<file path="config.mk">
export PLATFORM = sky130hd
export DESIGN_NAME = echo_mixer_flat
export DESIGN_NICKNAME = d
export VERILOG_FILES = /design/src/rtl/echo_pkg.sv /design/src/rtl/echo_mixer_if.sv /design/src/rtl/echo_sat_add.sv /design/src/rtl/echo_mixer.sv /design/src/flat_wrapper.sv
export SDC_FILE = /design/constraint.sdc
export NUM_CORES = 1
export LEC_CHECK = 0
export CORE_MARGIN = 2
export CORE_UTILIZATION = 40
export CTS_CLUSTER_SIZE = 12
export DETAILED_ROUTE_END_ITERATION = 7
export GPL_ROUTABILITY_DRIVEN = 1
export HOLD_SLACK_MARGIN = 0.02
export MAX_ROUTING_LAYER = met4
export PLACE_DENSITY = 0.62
export SYNTH_ARGS = -nofsm -noshare
export SYNTH_HDL_FRONTEND = slang
export SYNTH_HIERARCHICAL = 1
export SYNTH_SLANG_ARGS = --single-unit
</file>
<file path="constraint.sdc">
create_clock -name i_clock -period 7.5 [get_ports i_clock]
set_input_delay 1.5 -clock i_clock [delete_from_list [all_inputs] [get_ports i_clock]]
set_output_delay 1.5 -clock i_clock [all_outputs]
set_load 0.02 [all_outputs]
</file>
<file path="src/rtl/echo_pkg.sv">
// Shared types and constants for the echo mixer.
// Contents:
//   state_e          - control states (IDLE, PRIME, RUN)
//   DATA_W_DEF       - default sample width
//   GAIN_W_DEF       - default gain width
//   SAT_MAX_DEF      - saturation ceiling at the default sample width
package echo_pkg;
  typedef enum logic [1:0] {
    IDLE  = 2'd0,
    PRIME = 2'd1,
    RUN   = 2'd2
  } state_e;

  localparam int DATA_W_DEF = 8;
  localparam int GAIN_W_DEF = 3;
  localparam logic [DATA_W_DEF-1:0] SAT_MAX_DEF = '1;
endpackage

</file>
<file path="src/rtl/echo_mixer_if.sv">
// Sample bus for the echo mixer.
// Signals:
//   clear     - synchronous flush request
//   in_valid  - qualifies in_data / dly_data / gain
//   in_data   - direct sample
//   dly_data  - delayed sample from the upstream delay line
//   gain      - echo gain, scale gain / 2^GAIN_W
//   out_valid - qualifies out_data
//   out_data  - mixed, saturated sample
//   primed    - high while the mixer is in RUN
// master drives the inputs, slave is the mixer side.
interface echo_mixer_if
  import echo_pkg::*;
#(
  parameter int DATA_W = DATA_W_DEF,
  parameter int GAIN_W = GAIN_W_DEF
);
  logic              clear;
  logic              in_valid;
  logic [DATA_W-1:0] in_data;
  logic [DATA_W-1:0] dly_data;
  logic [GAIN_W-1:0] gain;
  logic              out_valid;
  logic [DATA_W-1:0] out_data;
  logic              primed;

  modport master (
    output clear, in_valid, in_data, dly_data, gain,
    input  out_valid, out_data, primed
  );

  modport slave (
    input  clear, in_valid, in_data, dly_data, gain,
    output out_valid, out_data, primed
  );
endinterface

</file>
<file path="src/rtl/echo_sat_add.sv">
// Combinational unsigned saturating adder for the stage-2 mix.
// Ports:
//   i_a, i_b - unsigned operands
//   o_sum    - i_a + i_b, clamped to the all-ones value
module echo_sat_add #(
  parameter int DATA_W = 8
) (
  input  logic [DATA_W-1:0] i_a,
  input  logic [DATA_W-1:0] i_b,
  output logic [DATA_W-1:0] o_sum
);
  logic [DATA_W:0] w_full;

  assign w_full = {1'b0, i_a} + {1'b0, i_b};
  // Carry out means the true sum exceeds the ceiling.
  assign o_sum  = w_full[DATA_W] ? {DATA_W{1'b1}} : w_full[DATA_W-1:0];
endmodule

</file>
<file path="src/rtl/echo_mixer.sv">
// Echo mixer: out = sat(in_data + (dly_data * gain) >> GAIN_W).
// The echo term is held at zero until DELAY samples have been accepted,
// since the upstream delay line carries no valid data before then.
// Two-stage pipeline, one sample per cycle, no back-pressure.
// Ports:
//   i_clock - clock, rising edge
//   i_reset - synchronous active-high reset
//   bus     - sample bus (slave side), see echo_mixer_if
module echo_mixer
  import echo_pkg::*;
#(
  parameter int DATA_W = DATA_W_DEF,
  parameter int GAIN_W = GAIN_W_DEF,
  parameter int DELAY  = 30
) (
  input  logic        i_clock,
  input  logic        i_reset,
  echo_mixer_if.slave bus
);
  // Counter only needs to reach DELAY; keep at least one bit for DELAY=0.
  localparam int CNT_W = (DELAY > 0) ? $clog2(DELAY + 1) : 1;
  localparam logic [CNT_W-1:0] CNT_MAX = CNT_W'(DELAY);
  localparam int PROD_W = DATA_W + GAIN_W;

  localparam logic [1:0] S_IDLE  = IDLE;
  localparam logic [1:0] S_PRIME = PRIME;
  localparam logic [1:0] S_RUN   = RUN;

  logic [1:0]        r_state;
  logic [CNT_W-1:0]  r_cnt;
  logic [1:0]        r_vld_pipe;    // [0] stage 1, [1] stage 2
  logic [DATA_W-1:0] r_s1_data;
  logic [DATA_W-1:0] r_s1_echo;
  logic [DATA_W-1:0] r_out_data;

  logic              w_accept;
  logic              w_mix;
  logic [1:0]        w_state_nxt;
  logic [CNT_W-1:0]  w_cnt_nxt;
  logic [CNT_W-1:0]  w_cnt_inc;
  logic [PROD_W-1:0] w_prod;
  logic [DATA_W-1:0] w_echo;
  logic [DATA_W-1:0] w_sum;

  // clear drops the sample presented in the same cycle.
  assign w_accept  = bus.in_valid & ~bus.clear;
  assign w_cnt_inc = r_cnt + 1'b1;

  // Mixing applies to samples accepted in RUN, or to the very first
  // sample when there is no delay to wait out.
  always_comb begin
    w_mix = 1'b0;
    case (r_state)
      S_IDLE:  w_mix = (DELAY == 0);
      S_RUN:   w_mix = 1'b1;
      default: w_mix = 1'b0;
    endcase
  end

  always_comb begin
    w_state_nxt = r_state;
    w_cnt_nxt   = r_cnt;
    if (w_accept) begin
      case (r_state)
        S_IDLE: begin
          if (DELAY == 0) begin
            w_state_nxt = S_RUN;
          end else begin
            w_cnt_nxt   = CNT_W'(1);
            w_state_nxt = (DELAY == 1) ? S_RUN : S_PRIME;
          end
        end
        S_PRIME: begin
          w_cnt_nxt = w_cnt_inc;
          if (w_cnt_inc == CNT_MAX) w_state_nxt = S_RUN;
        end
        default: begin
          // RUN holds; counter already sits at DELAY.
          w_state_nxt = r_state;
          w_cnt_nxt   = r_cnt;
        end
      endcase
    end
  end

  // Full-width product before the shift so no high bits are lost.
  assign w_prod = {{GAIN_W{1'b0}}, bus.dly_data} * {{DATA_W{1'b0}}, bus.gain};
  assign w_echo = w_mix ? w_prod[PROD_W-1:GAIN_W] : '0;

  echo_sat_add #(.DATA_W(DATA_W)) u_sat_add (
    .i_a   (r_s1_data),
    .i_b   (r_s1_echo),
    .o_sum (w_sum)
  );

  always_ff @(posedge i_clock) begin
    if (i_reset) begin
      r_state    <= S_IDLE;
      r_cnt      <= '0;
      r_vld_pipe <= '0;
      r_s1_data  <= '0;
      r_s1_echo  <= '0;
      r_out_data <= '0;
    end else if (bus.clear) begin
      // Kill both in-flight valids; out_data keeps its last value.
      r_state    <= S_IDLE;
      r_cnt      <= '0;
      r_vld_pipe <= '0;
    end else begin
      r_state    <= w_state_nxt;
      r_cnt      <= w_cnt_nxt;
      r_vld_pipe <= {r_vld_pipe[0], w_accept};
      if (w_accept) begin
        r_s1_data <= bus.in_data;
        r_s1_echo <= w_echo;
      end
      if (r_vld_pipe[0]) r_out_data <= w_sum;
    end
  end

  assign bus.out_valid = r_vld_pipe[1];
  assign bus.out_data  = r_out_data;
  assign bus.primed    = (r_state == S_RUN);
endmodule
</file>
<file path="src/flat_wrapper.sv">
// flat-port wrapper written by rule: the top's interface ports become plain ports
module echo_mixer_flat import echo_pkg::*;
#(
  parameter int DATA_W = DATA_W_DEF,
  parameter int GAIN_W = GAIN_W_DEF,
  parameter int DELAY  = 30
)
  (i_clock, i_reset, bus_clear, bus_in_valid, bus_in_data, bus_dly_data, bus_gain, bus_out_valid, bus_out_data, bus_primed);
  echo_mixer_if #(.DATA_W(DATA_W), .GAIN_W(GAIN_W)) bus_i ();
  input  logic i_clock;
  input  logic i_reset;
  input wire logic [$bits(bus_i.clear)-1:0] bus_clear;
  input wire logic [$bits(bus_i.in_valid)-1:0] bus_in_valid;
  input wire logic [$bits(bus_i.in_data)-1:0] bus_in_data;
  input wire logic [$bits(bus_i.dly_data)-1:0] bus_dly_data;
  input wire logic [$bits(bus_i.gain)-1:0] bus_gain;
  output wire logic [$bits(bus_i.out_valid)-1:0] bus_out_valid;
  output wire logic [$bits(bus_i.out_data)-1:0] bus_out_data;
  output wire logic [$bits(bus_i.primed)-1:0] bus_primed;
  assign bus_i.clear = bus_clear;
  assign bus_i.in_valid = bus_in_valid;
  assign bus_i.in_data = bus_in_data;
  assign bus_i.dly_data = bus_dly_data;
  assign bus_i.gain = bus_gain;
  assign bus_out_valid = bus_i.out_valid;
  assign bus_out_data = bus_i.out_data;
  assign bus_primed = bus_i.primed;
  echo_mixer #(.DATA_W(DATA_W), .GAIN_W(GAIN_W), .DELAY(DELAY)) u_core (.i_clock(i_clock), .i_reset(i_reset), .bus(bus_i));
endmodule
</file>
* Word level (Yosys, flattened, before mapping)
Index checks and enable logic that the tools add are counted.
W data, S select, Z words.
** Storage, ports and cells
- Flip-flop bits (word level) :: 33
- Latch bits :: 0
- RAM bits :: 0
- Memory bits (read-only) :: 0
- Input port bits :: 23
- Output and inout bits :: 10
- Word-level logic and storage cells :: 28
- Memories :: 0
** Cells by class
- Add/subtract/negate cells :: 2
- $mul :: 1
- Divide/modulo/power cells :: 0
- Magnitude comparators :: 0
- Equality and inequality tests :: 4
- Shift operators :: 0
- Multiplexer cells :: 6
- Bitwise gates (word level) :: 2
- Reductions and logical operators :: 7
** Operators by type and width (number)
- $mux W8 :: 2
- $mul A8 B3 Y11 :: 1
- $pmux W5 S2 :: 1
- $add A8 B8 Y9 :: 1
- $reduce_and A2 Y1 :: 3
- $add A5 B1 Y5 const B :: 1
- $eq A5 B5 Y1 const B :: 1
- $pmux W2 S2 :: 1
- $reduce_and A3 Y1 :: 1
- $eq A2 B1 Y1 const B :: 1
- $eq A2 B2 Y1 const B :: 1
- $logic_not A2 Y1 :: 1
- $mux W2 :: 1
- $ne A2 B1 Y1 const B :: 1
- $reduce_bool A2 Y1 :: 1
- $reduce_or A2 Y1 :: 1
- $and A1 B1 Y1 :: 1
- $mux W1 :: 1
- $not A1 Y1 :: 1

* Longest topological paths before layout
Gate-level depths: netlist (run 1).
- Depth in word-level cells :: 4
- Depth in mapped cells :: 12
- Gate-level depth less buffers :: 11

* Cells and area by module
The synthesis (run 1) kept the hierarchy.
** By module, submodules not included
- echo_mixer :: instances 1, cells each 223, area each 1775.5 um^2, sequential area each 660.6 um^2
- echo_sat_add :: instances 1, cells each 48, area each 390.4 um^2, sequential area each 0.0 um^2

* Worst setup path after synthesis (run 1)
Ideal clock, no wire load.
- Path type :: input to register
- From :: input bus_gain[1]
- To :: register u_core.r_s1_echo[7]
- Library setup time :: 0.139 ns
- Arrival time :: 3.549 ns
- Data required time :: 7.361 ns
- Setup slack :: 3.811 ns
- Cell stages on the path :: 12
- Buffers on the path :: 1
- Path through :: clkbuf_2 > nand2_1 > inv_1 > fa_1 > nand3_1 > nor2_1 > fa_1 > a21o_1 > a311oi_1 > nor3b_1 > o21ai_0 > a221oi_1
** On the way
- Longest elaborated chain between the ends :: 2
** RTL lines
- from (decl) :: line flat_wrapper.sv:16 : input wire logic [$bits(bus_i.gain)-1:0] bus_gain;
- $mul A8 B3 Y11 :: line echo_mixer.sv:87 : assign w_prod = {{GAIN_W{1'b0}}, bus.dly_data} * {{DATA_W{1'b0}}, bus.gain};
- $mux W8 :: line echo_mixer.sv:88 : assign w_echo = w_mix ? w_prod[PROD_W-1:GAIN_W] : '0;
- to (signal assigned) :: line echo_mixer.sv:115 : r_s1_echo <= w_echo;
- to (decl) :: line echo_mixer.sv:33 : logic [DATA_W-1:0] r_s1_echo;
No other way between the ends.
A chain may end at the register's enable or synchronous reset.

* Worst setup path after layout (run 1)
Same ends and word-level chain as after synthesis.

==> results of run 1 <==
## registers in the layout (all words and copies together) (netlist names)
signal,count
u_core/r_state,2
u_core/r_s1_data,8
u_core/bus.out_data,8
u_core/r_s1_echo,8
u_core/r_vld_pipe,2
u_core/r_cnt,5
## stage by stage
step           cell area, sq um  cells  setup slack (ps)  hold WS (ps)
2_1_floorplan              2166    271              3811         429.1
3_3_place_gp               2537    364              3166         442.4
3_5_place_dp               2537    364              3040         446.2
4_1_cts                    2624    372              3345         456.1
5_1_grt                    2624    372              3173         487.9
6_report                   2624    372              3366         454.1
## power by group through the flow
stage / registers, uW / logic (uW) / clock network [uW]
6_report: 180 / 75.6 / 130
3_5_place_dp: 184 / 76.1 / 0
2_1_floorplan: 184 / 51.6 / 0
4_1_cts: 180 / 76.5 / 135
3_3_place_gp: 184 / 75.9 / 0
5_1_grt: 181 / 87.0 / 145
## Yosys cell counts (3+ instances only)
| master | number |
|---|---|
| nand3_1 | 7 |
| clkbuf_1 | 6 |
| and2_1 | 6 |
| xor2_1 | 8 |
| fa_1 | 8 |
| ha_1 | 18 |
| nand2_1 | 64 |
| nor2_1 | 14 |
| dfxtp_1 | 33 |
| inv_1 | 16 |
| xnor2_1 | 4 |
| a21oi_1 | 29 |
| nand3b_1 | 3 |
| o21ai_0 | 9 |
| nor2b_1 | 4 |
| a21o_1 | 4 |
## routing by layer
metal  global-route usage  routed length, um
met4              0.06964                 71
met2               0.2578               1966
met5                    -                  0
met3              0.03488                159
met1               0.1914               2063
## placed cells by master (no fill, tap or decap), types with 2 or more instances in the layout
master,instances
nor3_1,2
xor2_1,8
nand3b_1,3
nor4b_1,2
o21ai_0,9
inv_1,16
clkinv_2,2
nand3_2,2
fa_1,8
nor2_1,14
and2_1,6
nand3_1,7
a22oi_1,2
clkbuf_8,5
a21oi_1,29
nand2b_2,2
clkdlybuf4s50_1,32
a21o_1,4
nand2b_1,2
nand2_1,64
nor2b_1,4
ha_1,18
nand4_1,2
xnor2_1,4
dfxtp_1,33
nor3b_1,2
## critical path: cells and delay by family
kind / cells / cell delay, ps
buf+inv: 2 / 700
fa+ha+maj: 2 / 810
compound gates: 4 / 850
simple gates: 4 / 400
## kinds of logic after synthesis
| family | count (synthesis) | share of synthesized area |
|---|---|---|
| AO/OA/AOI/OAI | 57 | 0.1641 |
| XOR/XNOR | 12 | 0.04853 |
| adder cells (fa/ha/maj) | 26 | 0.1779 |
| buffers and inverters | 25 | 0.04448 |
| flip-flops | 33 | 0.3050 |
| multiplexers | 1 | 0.004622 |
| AND/OR/NAND/NOR | 117 | 0.2553 |
## path summary, 6_finish.rpt
kind | endpoint | cells past startpoint | from | slack, ps
min | u_core/bus.out_data[2] | 2 | u_core/bus.out_data[2] | 450
max reg2reg | u_core/bus.out_data[7] | 8 | u_core/r_s1_data[0] | 5580
max | u_core/r_s1_echo[7] | 12 | bus_gain[1] | 3370
min reg2reg | u_core/bus.out_data[2] | 2 | u_core/bus.out_data[2] | 450
## cell type report
cell class / instances / area [sq um]
fillers: 504 / 2549
repair buffers: 32 / 320.3
multi-input cells: 213 / 1409
inverters: 16 / 60.06
flip-flops and latches: 33 / 660.6
well taps: 70 / 87.58
clock inverters: 3 / 17.52
clock buffers: 5 / 68.82
==> results.tsv, run 1 <==
stage	metric	value	unit
setup_path	Crit Path Class	in -> reg	
synth	Syn Inst Count	271	
drt	First-pass DRT Iterations	4	
pwr	Logic pwr share	0.196	
drt	Via density	4.874	
clocking	CTS tree	done	
pwr	switching share of power	0.2796	
cells_and_area	end-of-flow core utilization	0.5073	
pwr	Clk pwr share	0.336	
global_routing	vias in the first global route	1731	
timing	RSZ-0062 raised after global routing	no	
pwr	Psw	107.8	uW
clocking	clk_lat worst skew	280	ps
setup_path	CP max stage cell	clkdlybuf4s50_1	
timing	headroom to the max-slew limit	0.3737	
clocking	Clock Sinks	33	
setup_path	critical path data required time	7610	ps
timing	Final Max Slew Viols	0	
setup_path	startpoint types	primary input	
status	status	completed	
timing	Hold Vio Cnt, Final	0	
setup_path	WP data arrival	4250	ps
synth	share of the synthesized area in the top cell type	0.3050	
placement	Final HPWL DP	3.283	mm
clocking	TritonCTS buffer count	5	
pwr	Seq pwr share	0.468	
drt	vias after detailed routing	1813	
flow_run	max-cap violations	0	
drt	ANT nets after route	0	
floorplanning	Site Rows	26	
placement	number of port buffers	32	
synth	Async S/R FF share, synth	0	
floorplanning	Initial Util	0.4187	
synth	Yosys top cell by area	dfxtp_1	
synth	Synth Cell Area	0.002166	sq mm
synth	mean post-synth cell area	7.992	sq um
clocking	clk buf depth	2	
pwr	Total Power	385.6	uW
synth	post-synth net total	320	
floorplanning	Core Region	0.005172	sq mm
drt	DRC viols	0	
timing	post-route setup TNS	0	ps
pwr	P_leak	0.001132	uW
timing	clk_skew	5.385	ps
synth	count of yosys warnings during synthesis	6	
cells_and_area	Layout area overhead	21.14	%
synth	Cell variety after synth	46	
setup_path	Worst Path Max Fanout	8	
synth	post-synthesis sequential area ratio	0.3050	
timing	maximum clock frequency	241.9	MHz
clocking	Clock transition at path regs	70	ps
clocking	hold_buf cts	0	
timing	period utilisation layout	0.5513	
setup_path	CP cell instances	clkdlybuf4s50_1 -> nand2_1 -> inv_1 -> fa_1 -> nand3_1 -> nor2_1 -> fa_1 -> a21o_1 -> a311oi_1 -> nor3b_1 -> o21ai_0 -> a221oi_1	
timing	Slew @ Worst Pin	937.5	ps
drt	Starting DRT DRC Count	70	
floorplanning	die width	77.59	um
pwr	internal power	277.8	uW
placement	routability cong.	0.7317	
synth	Synth Flop Type	dfxtp_1	
timing	Final Setup Violations	0	
drt	total wire length	4.261	mm
clocking	CTS resizes	0	
synth	Synth Register Bits	33	
setup_path	CP peak stage delay	610	ps
floorplanning	chip height	77.59	um
pwr	PwrDens	147.0	mW/mm^2
global_routing	largest net degree at the start of global routing	26	
min_path	Tightest Hold Check Type	reg -> reg	
global_routing	initial antenna violation count	0	
pwr	Max VDD drop	0.00009462	V
drt	wire per inst	11.45	um
clocking	Post-CTS Setup Inserts	0	
clocking	H-Tree Depth	2	
clocking	root buffer cell	clkbuf_8	
synth	Synth area leaders	dfxtp_1, nand2_1, ha_1, fa_1, a21oi_1	
cells_and_area	ant diodes	0	
floorplanning	Die ar.	0.006019	sq mm
synth	Post-synth EDFFs	0	
floorplanning	I/O pin count	33	
setup_path	Top cell by count, worst path	fa_1	
timing	fin crit period	4134	ps
cells_and_area	nets	350	
global_routing	first-pass GRT wire length	7.562	mm
global_routing	gr usage total	0.1596	
cells_and_area	share of cells above drive strength 1	0.06623	
global_routing	GRT overflow	0	
setup_path	Worst setup EP type	register	
Note: power is estimated with default switching activity, not from simulation.
==> run 2: changes to the inputs <==
--- a/config.mk
+++ b/config.mk
@@ -12,7 +12,7 @@
 export GPL_ROUTABILITY_DRIVEN = 1
 export HOLD_SLACK_MARGIN = 0.02
 export MAX_ROUTING_LAYER = met4
-export PLACE_DENSITY = 0.62
+export PLACE_DENSITY = 0.64
 export SYNTH_ARGS = -nofsm -noshare
 export SYNTH_HDL_FRONTEND = slang
 export SYNTH_HIERARCHICAL = 1
==> constraint.sdc (replaced) <==
create_clock -name i_clock -period 3.7 [get_ports i_clock]
set_input_delay 0.74 -clock i_clock [delete_from_list [all_inputs] [get_ports i_clock]]
set_output_delay 0.74 -clock i_clock [all_outputs]
set_load 0.02 [all_outputs]
==> run 2 against run 1 <==
Compared with the run above: non-clock buffer count grew 4; sequential share of layout area shrank 0.28 points; flip-flop and latch count is the same; largest power group unchanged.
==> results.tsv, run 2 (same netlist as run 1, synthesis figures left out) <==
stage	metric	value	unit	change
floorplanning	Initial Util	0.4187		unchanged
pwr	Max VDD drop	0.0001203	V	was 0.00009462 V
setup_path	Worst R2R Setup Slack	1810	ps	was 5580 ps
drt	Via density	4.963		was 4.874
global_routing	first-pass GRT wire length	7.555	mm	was 7.562 mm
clocking	Post-CTS Setup Inserts	0		unchanged
drt	DRC viols	0		unchanged
cells_and_area	share of cells above drive strength 1	0.07213		was 0.06623
floorplanning	Die ar.	0.006019	sq mm	unchanged
clocking	clk_lat worst skew	280	ps	about the same
cells_and_area	nets	354		was 350
global_routing	vias in the first global route	1788		was 1731
timing	maximum clock frequency	307.4	MHz	
pwr	PwrDens	297.9	mW/mm^2	was 147.0 mW/mm^2
global_routing	largest net degree at the start of global routing	17		was 26
clocking	H-Tree Depth	2		unchanged
timing	Final Setup Violations	0		unchanged
floorplanning	die width	77.59	um	unchanged
global_routing	gr usage total	0.1559		was 0.1596
flow_run	max-cap violations	0		unchanged
cells_and_area	filler cell count in the final layout	515		was 504
drt	Starting DRT DRC Count	54		was 70
status	status	completed		unchanged
timing	RSZ-0062 raised after global routing	no		unchanged
timing	clk_skew	2.725	ps	was 5.385 ps
clocking	clk buf depth	2		unchanged
cells_and_area	most frequent cells in the layout	nand2_1, dfxtp_1, clkdlybuf4s50_1		unchanged
setup_path	startpoint types	primary input		unchanged
timing	Slew @ Worst Pin	638.6	ps	was 937.5 ps
pwr	Logic pwr share	0.198		was 0.196
cells_and_area	end-of-flow core utilization	0.5131		was 0.5073
timing	fin crit period	3253	ps	
drt	vias after detailed routing	1861		was 1813
timing	period utilisation layout	0.8791		
drt	wire per inst	11.10	um	was 11.45 um
clocking	Clock Sinks	33		unchanged
setup_path	critical path data required time	3860	ps	was 7610 ps
cells_and_area	commonest non-fill, non-tap cell in the layout	nand2_1		unchanged
setup_path	WP data arrival	3410	ps	was 4250 ps
pwr	Psw	206.5	uW	was 107.8 uW
timing	headroom to the max-slew limit	0.5743		was 0.3737
timing	Hold Vio Cnt, Final	0		unchanged
placement	routability cong.	0.7753		was 0.7317
cells_and_area	ant diodes	0		unchanged
setup_path	Crit Path Class	in -> reg		unchanged
pwr	internal power	584.0	uW	was 277.8 uW
floorplanning	chip height	77.59	um	unchanged
timing	Final Max Slew Viols	0		unchanged
floorplanning	I/O pin count	33		unchanged
placement	Final HPWL DP	3.342	mm	was 3.283 mm
pwr	Clk pwr share	0.340		was 0.336
cells_and_area	Layout area overhead	22.53	%	was 21.14%
floorplanning	Site Rows	26		unchanged
drt	total wire length	4.163	mm	was 4.261 mm
clocking	hold_buf cts	0		unchanged
clocking	CTS tree	done		unchanged
global_routing	GRT overflow	0		unchanged
drt	First-pass DRT Iterations	4		unchanged
clocking	root buffer cell	clkbuf_8		unchanged
setup_path	Worst Path Max Fanout	7		was 8
clocking	CTS resizes	0		unchanged
placement	number of port buffers	32		unchanged
pwr	Seq pwr share	0.463		was 0.468
global_routing	initial antenna violation count	0		unchanged
setup_path	Worst setup EP type	register		unchanged
drt	ANT nets after route	0		unchanged
timing	worst hold margin	451.4	ps	was 454.1 ps
pwr	switching share of power	0.2613		was 0.2796
clocking	Clock transition at path regs	60	ps	was 70 ps
timing	post-route setup TNS	0	ps	unchanged
min_path	Tightest Hold Check Type	reg -> reg		unchanged
clocking	TritonCTS buffer count	5		unchanged
pwr	P_leak	0.001152	uW	was 0.001132 uW
floorplanning	Core Region	0.005172	sq mm	unchanged
[run 2: cell count changes in the layout (fill, tap and decap cells not counted)]
cell        previous run  this run
clkbuf_1               0         1
clkinvlp_4             1         0
clkbuf_8               5         6
buf_4                  0         4
clkinv_2               2         0
[run 2: metal layers]
layer | wire length (um) | GRT usage | vias to the layer above
met5 | 0 | - | -
met4 | 69 | 0.05357 | 0
met3 | 151 | 0.03256 | 7
met2 | 1926 | 0.2534 | 39
met1 | 2016 | 0.1922 | 833
li1 | - | - | 982
[run 2: power groups by stage]
stage / registers (uW) / clock network [uW] / logic, uW
6_report: 366 / 268 / 156
3_5_place_dp: 374 / 0 / 158
2_1_floorplan: 373 / 0 / 105
3_3_place_gp: 373 / 0 / 156
5_1_grt: 366 / 296 / 180
4_1_cts: 366 / 280 / 159
[run 2: cell type report]
type	instances	area, sq um	share of cell area
multi-input cells	213	1409	0.5309
repair buffers	36	350.3	0.1320
well taps	70	87.58	0.03300
flip-flops and latches	33	660.6	0.2489
inverters	16	60.06	0.02263
clock buffers	7	86.33	0.03253
[run 2: worst paths after layout]
kind,start,endpoint,cells after the start
min,u_core/bus.out_data[4],u_core/bus.out_data[4],2
min reg2reg,u_core/bus.out_data[4],u_core/bus.out_data[4],2
max reg2reg,u_core/r_s1_data[0],u_core/bus.out_data[7],8
max,bus_gain[0],u_core/r_s1_echo[7],11
[run 2: through the flow]
step,instance area [sq um],setup slack (ps),total power (uW),std cells
global placement,2567,224.7,529.1,368
global route,2654,288.8,842.1,375
floorplan,2166,771.1,477.9,271
CTS,2654,450.5,804.0,375
detailed placement,2567,133.1,531.2,368
finish,2654,447.3,790.5,375
[run 2: critical path: stages]
cell,delay [ps]
clkdlybuf4s50_1,580
and2_1,180
fa_1,410
nand3_1,130
nor2_1,70
fa_1,390
a21o_1,210
a311oi_1,340
nor3b_1,90
o21ai_0,180
a221oi_1,100
